**src/rtl/cmd_uart_pkg.sv**
```systemverilog
// Shared types and constants for the host-side command UART.
// Contents:
//   uart_state_t - IDLE/START/DATA/STOP state encoding used by the RX and TX FSMs
//   FRAME_BITS   - bits per 8N1 frame (start + 8 data + stop)
//   DATA_BITS    - data bits per frame
package cmd_uart_pkg;

  typedef enum logic [1:0] {
    IDLE  = 2'd0,
    START = 2'd1,
    DATA  = 2'd2,
    STOP  = 2'd3
  } uart_state_t;

  localparam int FRAME_BITS = 10;
  localparam int DATA_BITS  = FRAME_BITS - 2;

endpackage

```
**src/rtl/uart_tx.sv**
```systemverilog
// 8N1 serializer. A trmt pulse while idle latches tx_data; TX goes low
// from the next cycle. Each frame bit lasts BAUD_DIV cycles. tx_done
// pulses in the last cycle of the stop bit, and the FSM is already IDLE in
// that cycle, so a trmt in that cycle starts the next frame back-to-back.
// Ports:
//   clk     in   1  system clock
//   rst_n   in   1  asynchronous active-low reset
//   tx_data in   8  byte to send, sampled when trmt is accepted
//   trmt    in   1  one-cycle transmit request (ignored while busy)
//   TX      out  1  serial line, idle high (registered)
//   tx_done out  1  one-cycle end-of-frame pulse (registered)
module uart_tx
  import cmd_uart_pkg::*;
#(
  parameter int BAUD_DIV = 1736
) (
  input  logic       clk,
  input  logic       rst_n,
  input  logic [7:0] tx_data,
  input  logic       trmt,
  output logic       TX,
  output logic       tx_done
);

  localparam int CNT_W = $clog2(BAUD_DIV);

  uart_state_t      state_q, state_d;
  logic [CNT_W-1:0] cnt_q, cnt_d;
  logic [2:0]       bit_q, bit_d;
  logic [7:0]       sh_q, sh_d;
  logic             tx_q, tx_d;
  logic             done_q, done_d;

  // State and output registers.
  always_ff @(posedge clk or negedge rst_n) begin
    if (!rst_n) begin
      state_q <= IDLE;
      cnt_q   <= '0;
      bit_q   <= 3'd0;
      sh_q    <= 8'h00;
      tx_q    <= 1'b1;
      done_q  <= 1'b0;
    end else begin
      state_q <= state_d;
      cnt_q   <= cnt_d;
      bit_q   <= bit_d;
      sh_q    <= sh_d;
      tx_q    <= tx_d;
      done_q  <= done_d;
    end
  end

  // Next-state logic; the TX value for the next bit is prepared one cycle early.
  always_comb begin
    state_d = state_q;
    cnt_d   = cnt_q;
    bit_d   = bit_q;
    sh_d    = sh_q;
    tx_d    = tx_q;
    done_d  = 1'b0;
    case (state_q)
      IDLE: begin
        if (trmt) begin
          sh_d    = tx_data;
          tx_d    = 1'b0;
          cnt_d   = CNT_W'(BAUD_DIV - 1);
          state_d = START;
        end else begin
          tx_d = 1'b1;
        end
      end
      START: begin
        if (cnt_q == '0) begin
          tx_d    = sh_q[0];
          sh_d    = {1'b0, sh_q[7:1]};
          bit_d   = 3'd0;
          cnt_d   = CNT_W'(BAUD_DIV - 1);
          state_d = DATA;
        end else begin
          cnt_d = cnt_q - CNT_W'(1);
        end
      end
      DATA: begin
        if (cnt_q == '0) begin
          if (bit_q == 3'(DATA_BITS - 1)) begin
            // Stop bit is one cycle short: its last cycle is spent in IDLE
            // with tx_done high.
            tx_d    = 1'b1;
            cnt_d   = CNT_W'(BAUD_DIV - 2);
            state_d = STOP;
          end else begin
            tx_d  = sh_q[0];
            sh_d  = {1'b0, sh_q[7:1]};
            bit_d = bit_q + 3'd1;
            cnt_d = CNT_W'(BAUD_DIV - 1);
          end
        end else begin
          cnt_d = cnt_q - CNT_W'(1);
        end
      end
      STOP: begin
        if (cnt_q == '0) begin
          state_d = IDLE;
          done_d  = 1'b1;
        end else begin
          cnt_d = cnt_q - CNT_W'(1);
        end
      end
      default: begin
        state_d = IDLE;
        tx_d    = 1'b1;
      end
    endcase
  end

  assign TX      = tx_q;
  assign tx_done = done_q;

endmodule

```
**src/rtl/cmd_uart_if.sv**
```systemverilog
// Host-side serial front end of the command/config unit. Receives 8N1
// bytes on RX, pairs them high-then-low into a 16-bit command with a
// cmd_rdy handshake, and transmits response bytes on TX via uart_tx.
// Optional feature macro: CMD_TIMEOUT_EN - when defined, a pending high
// byte is discarded if no low byte completes within TIMEOUT_BITS bit-times.
// Ports:
//   clk         in   1   system clock
//   rst_n       in   1   asynchronous active-low reset
//   RX          in   1   async serial input, idle high
//   TX          out  1   serial output, idle high
//   cmd         out  16  assembled command {first byte, second byte}
//   cmd_rdy     out  1   command valid, held until clr_cmd_rdy
//   clr_cmd_rdy in   1   consumer done, clears cmd_rdy
//   resp        in   8   response byte
//   send_resp   in   1   one-cycle transmit request
//   resp_sent   out  1   one-cycle pulse at end of stop bit
module cmd_uart_if
  import cmd_uart_pkg::*;
#(
  parameter int BAUD_DIV     = 1736,
  parameter int TIMEOUT_BITS = 20
) (
  input  logic        clk,
  input  logic        rst_n,
  input  logic        RX,
  output logic        TX,
  output logic [15:0] cmd,
  output logic        cmd_rdy,
  input  logic        clr_cmd_rdy,
  input  logic [7:0]  resp,
  input  logic        send_resp,
  output logic        resp_sent
);

  localparam int CNT_W = $clog2(BAUD_DIV);

  logic             rx_meta_q, rx_sync_q;
  uart_state_t      rx_state_q, rx_state_d;
  logic [CNT_W-1:0] rx_cnt_q, rx_cnt_d;
  logic [2:0]       rx_bit_q, rx_bit_d;
  logic [7:0]       rx_sh_q, rx_sh_d;
  logic             rx_done_s;
  logic             accept_s;

  logic [15:0]      cmd_q, cmd_d;
  logic             rdy_q, rdy_d;
  logic             flag_q, flag_d;

`ifdef CMD_TIMEOUT_EN
  localparam int TO_LIMIT = TIMEOUT_BITS * BAUD_DIV;
  localparam int TO_W     = $clog2(TO_LIMIT);
  logic [TO_W-1:0]  to_cnt_q, to_cnt_d;
`endif

  // Two-flop synchronizer, deserializer and command registers.
  always_ff @(posedge clk or negedge rst_n) begin
    if (!rst_n) begin
      rx_meta_q  <= 1'b1;
      rx_sync_q  <= 1'b1;
      rx_state_q <= IDLE;
      rx_cnt_q   <= '0;
      rx_bit_q   <= 3'd0;
      rx_sh_q    <= 8'h00;
      cmd_q      <= 16'h0000;
      rdy_q      <= 1'b0;
      flag_q     <= 1'b0;
    end else begin
      rx_meta_q  <= RX;
      rx_sync_q  <= rx_meta_q;
      rx_state_q <= rx_state_d;
      rx_cnt_q   <= rx_cnt_d;
      rx_bit_q   <= rx_bit_d;
      rx_sh_q    <= rx_sh_d;
      cmd_q      <= cmd_d;
      rdy_q      <= rdy_d;
      flag_q     <= flag_d;
    end
  end

`ifdef CMD_TIMEOUT_EN
  // High-byte age counter.
  always_ff @(posedge clk or negedge rst_n) begin
    if (!rst_n) begin
      to_cnt_q <= '0;
    end else begin
      to_cnt_q <= to_cnt_d;
    end
  end
`endif

  // RX FSM: mid-bit sampling, first sample BAUD_DIV/2 after the falling edge.
  always_comb begin
    rx_state_d = rx_state_q;
    rx_cnt_d   = rx_cnt_q;
    rx_bit_d   = rx_bit_q;
    rx_sh_d    = rx_sh_q;
    rx_done_s  = 1'b0;
    case (rx_state_q)
      IDLE: begin
        if (!rx_sync_q) begin
          rx_cnt_d   = CNT_W'(BAUD_DIV / 2);
          rx_state_d = START;
        end else begin
          rx_cnt_d = rx_cnt_q;
        end
      end
      START: begin
        if (rx_cnt_q == '0) begin
          if (rx_sync_q) begin
            rx_state_d = IDLE;
          end else begin
            rx_bit_d   = 3'd0;
            rx_cnt_d   = CNT_W'(BAUD_DIV - 1);
            rx_state_d = DATA;
          end
        end else begin
          rx_cnt_d = rx_cnt_q - CNT_W'(1);
        end
      end
      DATA: begin
        if (rx_cnt_q == '0) begin
          rx_sh_d  = {rx_sync_q, rx_sh_q[7:1]};
          rx_cnt_d = CNT_W'(BAUD_DIV - 1);
          if (rx_bit_q == 3'(DATA_BITS - 1)) begin
            rx_state_d = STOP;
          end else begin
            rx_bit_d = rx_bit_q + 3'd1;
          end
        end else begin
          rx_cnt_d = rx_cnt_q - CNT_W'(1);
        end
      end
      STOP: begin
        if (rx_cnt_q == '0) begin
          // A low stop bit is a framing error: the byte is simply not reported.
          rx_done_s  = rx_sync_q;
          rx_state_d = IDLE;
        end else begin
          rx_cnt_d = rx_cnt_q - CNT_W'(1);
        end
      end
      default: begin
        rx_state_d = IDLE;
      end
    endcase
  end

  // Bytes are only taken while no command is pending, so cmd stays stable
  // for the consumer; with cmd_rdy high a clear and a new byte in the same
  // cycle therefore drops the byte.
  assign accept_s = rx_done_s & ~rdy_q;

  // Command assembly and cmd_rdy handshake.
  always_comb begin
    cmd_d  = cmd_q;
    rdy_d  = rdy_q;
    flag_d = flag_q;
    if (clr_cmd_rdy) begin
      rdy_d = 1'b0;
    end else begin
      rdy_d = rdy_q;
    end
`ifdef CMD_TIMEOUT_EN
    // Counter idles at zero, so it restarts on every accepted high byte.
    if (flag_q) begin
      if (to_cnt_q == TO_W'(TO_LIMIT - 1)) begin
        flag_d   = 1'b0;
        to_cnt_d = '0;
      end else begin
        to_cnt_d = to_cnt_q + TO_W'(1);
      end
    end else begin
      to_cnt_d = '0;
    end
`endif
    // A low byte completing in the timeout cycle still forms a command.
    if (accept_s) begin
      if (!flag_q) begin
        cmd_d[15:8] = rx_sh_q;
        flag_d      = 1'b1;
      end else begin
        cmd_d[7:0] = rx_sh_q;
        flag_d     = 1'b0;
        rdy_d      = 1'b1;
      end
    end else begin
      cmd_d = cmd_q;
    end
  end

  assign cmd     = cmd_q;
  assign cmd_rdy = rdy_q;

  uart_tx #(
    .BAUD_DIV (BAUD_DIV)
  ) u_tx (
    .clk     (clk),
    .rst_n   (rst_n),
    .tx_data (resp),
    .trmt    (send_resp),
    .TX      (TX),
    .tx_done (resp_sent)
  );

endmodule
```
**config.mk**
```make
export PLATFORM = sky130hd
export DESIGN_NAME = cmd_uart_if
export DESIGN_NICKNAME = d
export VERILOG_FILES = /design/src/rtl/cmd_uart_pkg.sv /design/src/rtl/uart_tx.sv /design/src/rtl/cmd_uart_if.sv
export SDC_FILE = /design/constraint.sdc
export NUM_CORES = 1
export LEC_CHECK = 0
export CORE_UTILIZATION = 45
export CTS_CLUSTER_DIAMETER = 100
export DETAILED_ROUTE_END_ITERATION = 8
export PLACE_DENSITY = 0.69
export SYNTH_ARGS = -nofsm -noshare
export SYNTH_HDL_FRONTEND = slang
export SYNTH_HIERARCHICAL = 1
export SYNTH_SLANG_ARGS = --single-unit
```
**constraint.sdc**
```tcl
create_clock -name clk -period 2.5 [get_ports clk]
set_input_delay 0.625 -clock clk [delete_from_list [all_inputs] [get_ports clk]]
set_output_delay 0.625 -clock clk [all_outputs]
set_load 0.01 [all_outputs]
```
-- After elaboration in Yosys (flattened, before gate mapping)
Cells that the tools add are included.
- flip-flop bits (word level): 70
- add/subtract/negate cells: 4
- equal/unequal tests: 24
- muxes and demuxes: 52
- bitwise gates (word level): 3
- reduce and logical (&&, ||, !) cells: 18
- operators with widths (operator ; count):
    $mux 11 ; 9
    $pmux 11 s4 ; 2
    $mux 8 ; 4
    $pmux 8 s3 ; 1
    $logic_not 11->1 ; 2
    $mux 2 ; 11
    $ne 2x2->1 const B ; 11
    $sub 11x1->11 const B ; 2
    $mux 3 ; 7
    $reduce_and 5->1 ; 4
    $pmux 2 s4 ; 2
    $mux 1 ; 13
    $pmux 3 s2 ; 2
    $eq 2x2->1 const B ; 4
    $ne 2x1->1 const B ; 4
    $reduce_and 2->1 ; 4
    $add 3x1->3 const B ; 2
    $eq 3x3->1 const B ; 2
    $reduce_and 3->1 ; 2
    $eq 2x1->1 const B ; 2
    $logic_not 2->1 ; 2
    $reduce_and 4->1 ; 1
    $reduce_bool 2->1 ; 2
    $ne 3x3->1 const B ; 1
    4 further kinds ; 5

-- Logic depth before layout (Yosys ltp)
- depth in word-level cells: 5
- depth in mapped cells: 9
- depth with buffers taken out: 7

-- Cells and area by module
The synthesis kept the hierarchy.
- by module, submodules not included (module ; times used ; cells an instance ; area each (µm²)):
    cmd_uart_if ; 1 ; 190 ; 2174.6
    uart_tx ; 1 ; 149 ; 1614.0

-- Worst setup path after synthesis
Ideal clock, no wire load.
- kind: flip-flop to flip-flop
- start point: register u_tx.state_q[0]
- end point: register u_tx.sh_q[0]
- setup time: 125 ps
- arrival time: 2075 ps
- path slack: 301 ps
- stages on the path, launching flop included: 6
- path buffers: 0
- cell sequence: dfrtp_1 > ha_1 > nor3_1 > a31oi_4 > a211oi_4 > mux2_2
- longest elaborated chain between the ends: 3
- elaborated cells on any way between the ends: 10
- those cells by class: eq/ne (6); mux (1); reduce/logical (3)
- ends and longest elaborated chain (what ; line ; source):
    from (decl) ; uart_tx.sv:27 ; uart_state_t state_q, state_d;
    from (signal assigned) ; uart_tx.sv:44 ; state_q <= state_d;
    $eq 2x2->1 (tied with other cells) ; uart_tx.sv:61 ; case (state_q)
    $ne 2x2->1 (no line) (tied with other cells) ; n/a ;
    $reduce_and 5->1 (no line) ; n/a ;
    to (signal assigned) ; uart_tx.sv:40 ; sh_q <= 8'h00;
    to (signal assigned) ; uart_tx.sv:47 ; sh_q <= sh_d;
    to (decl) ; uart_tx.sv:30 ; logic [7:0] sh_q, sh_d;
Several ways; a longest one is shown, not always the timed one.
A chain may end at the register's enable or synchronous reset.

-- Worst setup path after layout
- start point: register rx_cnt_q[0]
- end point: register cmd_q[4] (netlist: cmd[4])
- longest elaborated chain between the ends: 5
- ends and longest elaborated chain (what ; line ; source):
    from (decl) ; cmd_uart_if.sv:39 ; logic [CNT_W-1:0] rx_cnt_q, rx_cnt_d;
    from (signal assigned) ; cmd_uart_if.sv:71 ; rx_cnt_q <= rx_cnt_d;
    $logic_not 11->1 ; cmd_uart_if.sv:134 ; if (rx_cnt_q == '0) begin
    $mux 1 ; cmd_uart_if.sv:134 ;
    $mux 1 ; cmd_uart_if.sv:98 ; case (rx_state_q)
    $and 1x1->1 ; cmd_uart_if.sv:151 ; assign accept_s = rx_done_s & ~rdy_q;
    $reduce_and 2->1 (no line) ; n/a ;
    to (signal assigned) ; cmd_uart_if.sv:74 ; cmd_q <= cmd_d;
    to (decl) ; cmd_uart_if.sv:45 ; logic [15:0] cmd_q, cmd_d;
Every way passes these cells.

==> flow_summary.toml <==
[floorplan]
die_x_um = 93.8
fp.dieH_um = 93.8
die-area_sq_mm = 0.00879
rows = 33
core_sq_mm = 0.00818
start_util_pct = 46.3
ios = 32

[synth]
yosys-top-cells-area = "dfrtp_1, mux2_2, ha_1"
synth_fp_nets = 370
async_reset_ff_share_pct = 100
synth.distinct_cells = 60
synth.avg_cell_area_sq_um = 11.2
synth_seq_cells = 70
synth-seq-area-share_pct = 46.3
synthFlopType = "dfrtp_1"
synth_edf_count = 0
yosys.area.top_type_share_pct = 44.3
ys_warn_count = 6
synth_cells = 339
synth_area_leader_cell = "dfrtp_1"
synth.cell_area_sq_mm = 0.00379

[routing]
drc_errors = 0
ant_nets = 0
drt-total-wl_um = 7640
viasPerCell = 5.61
vias = 2759
first_pass_iters = 4
drt_iter0_drc = 79
wl_per_cell_um = 15.5

[global_route]
grt_max_degree = 41
grt.total_usage_pct = 18.4
antenna_found_initial = 0
grt_pass1_vias = 2693
grt_pass1_wl_um = 12700
grt-ovfl-total = 0

[sta]
period_share_pct = 92.3
finalHoldViolCount = 0
max_freq_mhz = 433
slew_violations = 0
max-slew-margin-rel_pct = 62.9
tightestPinTransition_ns = 0.553
fin_skew_ns = 0.0108
fin_tns_setup_ns = 0
min_period_ns = 2.31
setup_viol = 0
rsz0062_at_grt = "no"

[cts]
clkTransAtPathRegs_ns = 0.08
worstSkewPairLatency_ns = 0.34
cts_htree_levels = 3
cts_made_buffers = 9
cts_root_buf = "clkbuf_8"
hold_buffers = 0
cts_tree = "yes"
cts_num_sinks = 70
cts_buffer_depth = 2

[setup_path]
arrival_ns = 2.54
cp-start-kind = "flip-flop"
end_kind = "flip-flop"
cp.required_ns = 2.73
crit_type = "reg -> reg"
cp_max_fo = 9

[placed_design]
dp_hpwl_um = 5370
portBuffers = 31
place_area_sq_mm = 0.00428
finalWeightedCongestion = 0.900
post-place-cells = 477

[pwr]
power_density_mw_per_mm2 = 467
ir_worst_vdd_mv = 0.284
leakage_nw = 1.95
total_power_w = 0.00209

[status]
status = "finished clean"

[finish]
stdcell_area_sq_mm = 0.00447
area.growth.synth_to_final_pct = 18.1
num_antenna_cells = 0
nNetsFinal = 414
final_cells = 492
drive_above_1_share_pct = 22.7

[worst_hold_path]
hp-class = "in -> async"

[run]
drv_cap = 0
## sequential cells by signal, summed over array words and instances (netlist names), named ones only
register and cells:
rx_sync_q 1, u_tx/TX 1, flag_q 1, cmd 16, u_tx/sh_q 8, rx_meta_q 1
cmd_rdy 1, u_tx/cnt_q 11, rx_state_q 1, rx_bit_q 3, rx_cnt_q 11, u_tx/bit_q 3
rx_sh_q 8, u_tx/tx_done 1, u_tx/state_q 2
## metrics by stage
stage	hold slack (ns)	util, %	worst slack, ns
2_1_floorplan	0.329	-	0.301
5_1_grt	0.0847	54.7	0.0245
6_report	0.102	54.7	0.192
3_5_place_dp	0.347	52.4	0.133
4_1_cts	0.0895	54.7	0.134
3_3_place_gp	0.347	52.4	0.184
## synthesized netlist by cell type (5+ instances only)
master and count:
nor2_1 13, mux2_2 31, mux2_4 8, clkbuf_1 5, nor3_1 9, ha_1 18, dfrtp_1 67, o21ai_0 22
inv_1 25, and3_1 5, a211oi_1 7, nand2_1 15, o22a_1 6, a21oi_1 18, nand3_1 7, a31oi_1 8
## final cells by class
class	count	area, sq um
Clock buffer	9	124
Sequential cell	70	1760
Inverter	25	93.8
Clock inverter	6	63.8
Timing Repair Buffer	45	423
Multi-Input combinational cell	232	1880
Fill cell	709	3700
Tap cell	105	131
## cell usage in the layout (no fill, tap or decap), types with 3 or more instances in the layout
master and n:
dfrtp_1 67, mux2_2 31, clkdlybuf4s50_1 30, inv_1 25, o21ai_0 22, a21oi_1 18
ha_1 18, nand2_1 15, nor2_1 13, buf_4 13, clkbuf_8 9, mux2_4 8
a31oi_1 8, nor3_1 8, nand3_1 7, a211oi_1 7, o22a_1 6, and3_1 5
or3_1 4, nand4_1 4, nor4_4 3, or2_2 3, a21o_1 3, a221oi_1 3
a41o_1 3, or4_1 3, dfstp_2 3, nor2b_1 3, mux2i_1 3
## critical path, stage by stage, from the launching register on
cell	delay, ns
dfrtp_1	0.43
inv_1	0.10
ha_1	0.16
nor4b_2	0.30
and3_1	0.28
nand4_4	0.13
or2_2	0.45
mux2_4	0.34
## per-layer routing
metal  wire length, um  GRT usage [%]
met5                 0              0
met4                55           4.23
met3               217           5.10
met2              3770           30.7
met1              3600           23.7
## where the power goes
group	total [W]	switching, W	leakage, nW	internal (W)
Clock	0.000886	0.000433	0.0911	0.000453
Sequential	0.00115	0.00000512	0.884	0.00114
Combinational	0.0000593	0.0000294	0.978	0.0000299
Total	0.00209	0.000467	1.95	0.00162
## logic make-up (layout without fill, tap and decap cells)
family                   after synthesis  count (layout)  synth area share (%)
multiplexers                          42              42                  13.2
flip-flops                            70              70                  46.3
adder cells (fa/ha/maj)               18              18                  5.94
buffers and inverters                 37              85                  4.10
AND/OR/NAND/NOR                       80              80                  13.3
XOR/XNOR                               1               1                 0.231
AO/OA/AOI/OAI                         91              91                  16.9
## repair_timing
| action | CTS | global route |
|---|---|---|
| gates resized for setup | 0 | 2 |
| hold endpoints to repair | 0 | 0 |
| setup buffers | 0 | 0 |
| setup endpoints to repair | 0 | 9 |
## worst paths after layout
check | end | cells after the start | slack [ns] | start
setup / recovery | cmd[4]$_DFFE_PN0P_ | 7 | 0.19 | rx_cnt_q[0]$_DFFE_PN0P_
hold / removal | u_tx/cnt_q[5]$_DFFE_PN0P_ | 1 | 0.10 | rst_n
setup reg to reg | cmd[4]$_DFFE_PN0P_ | 7 | 0.19 | rx_cnt_q[0]$_DFFE_PN0P_
hold reg to reg | rx_sync_q$_DFF_PN1_ | 0 | 0.36 | rx_meta_q$_DFF_PN1_
max in group asynchronous | u_tx/TX$_DFFE_PN1P_ | 2 | 1.79 | rst_n
min in group clk | rx_sync_q$_DFF_PN1_ | 0 | 0.36 | rx_meta_q$_DFF_PN1_
Power figures use the tool's default switching activity.
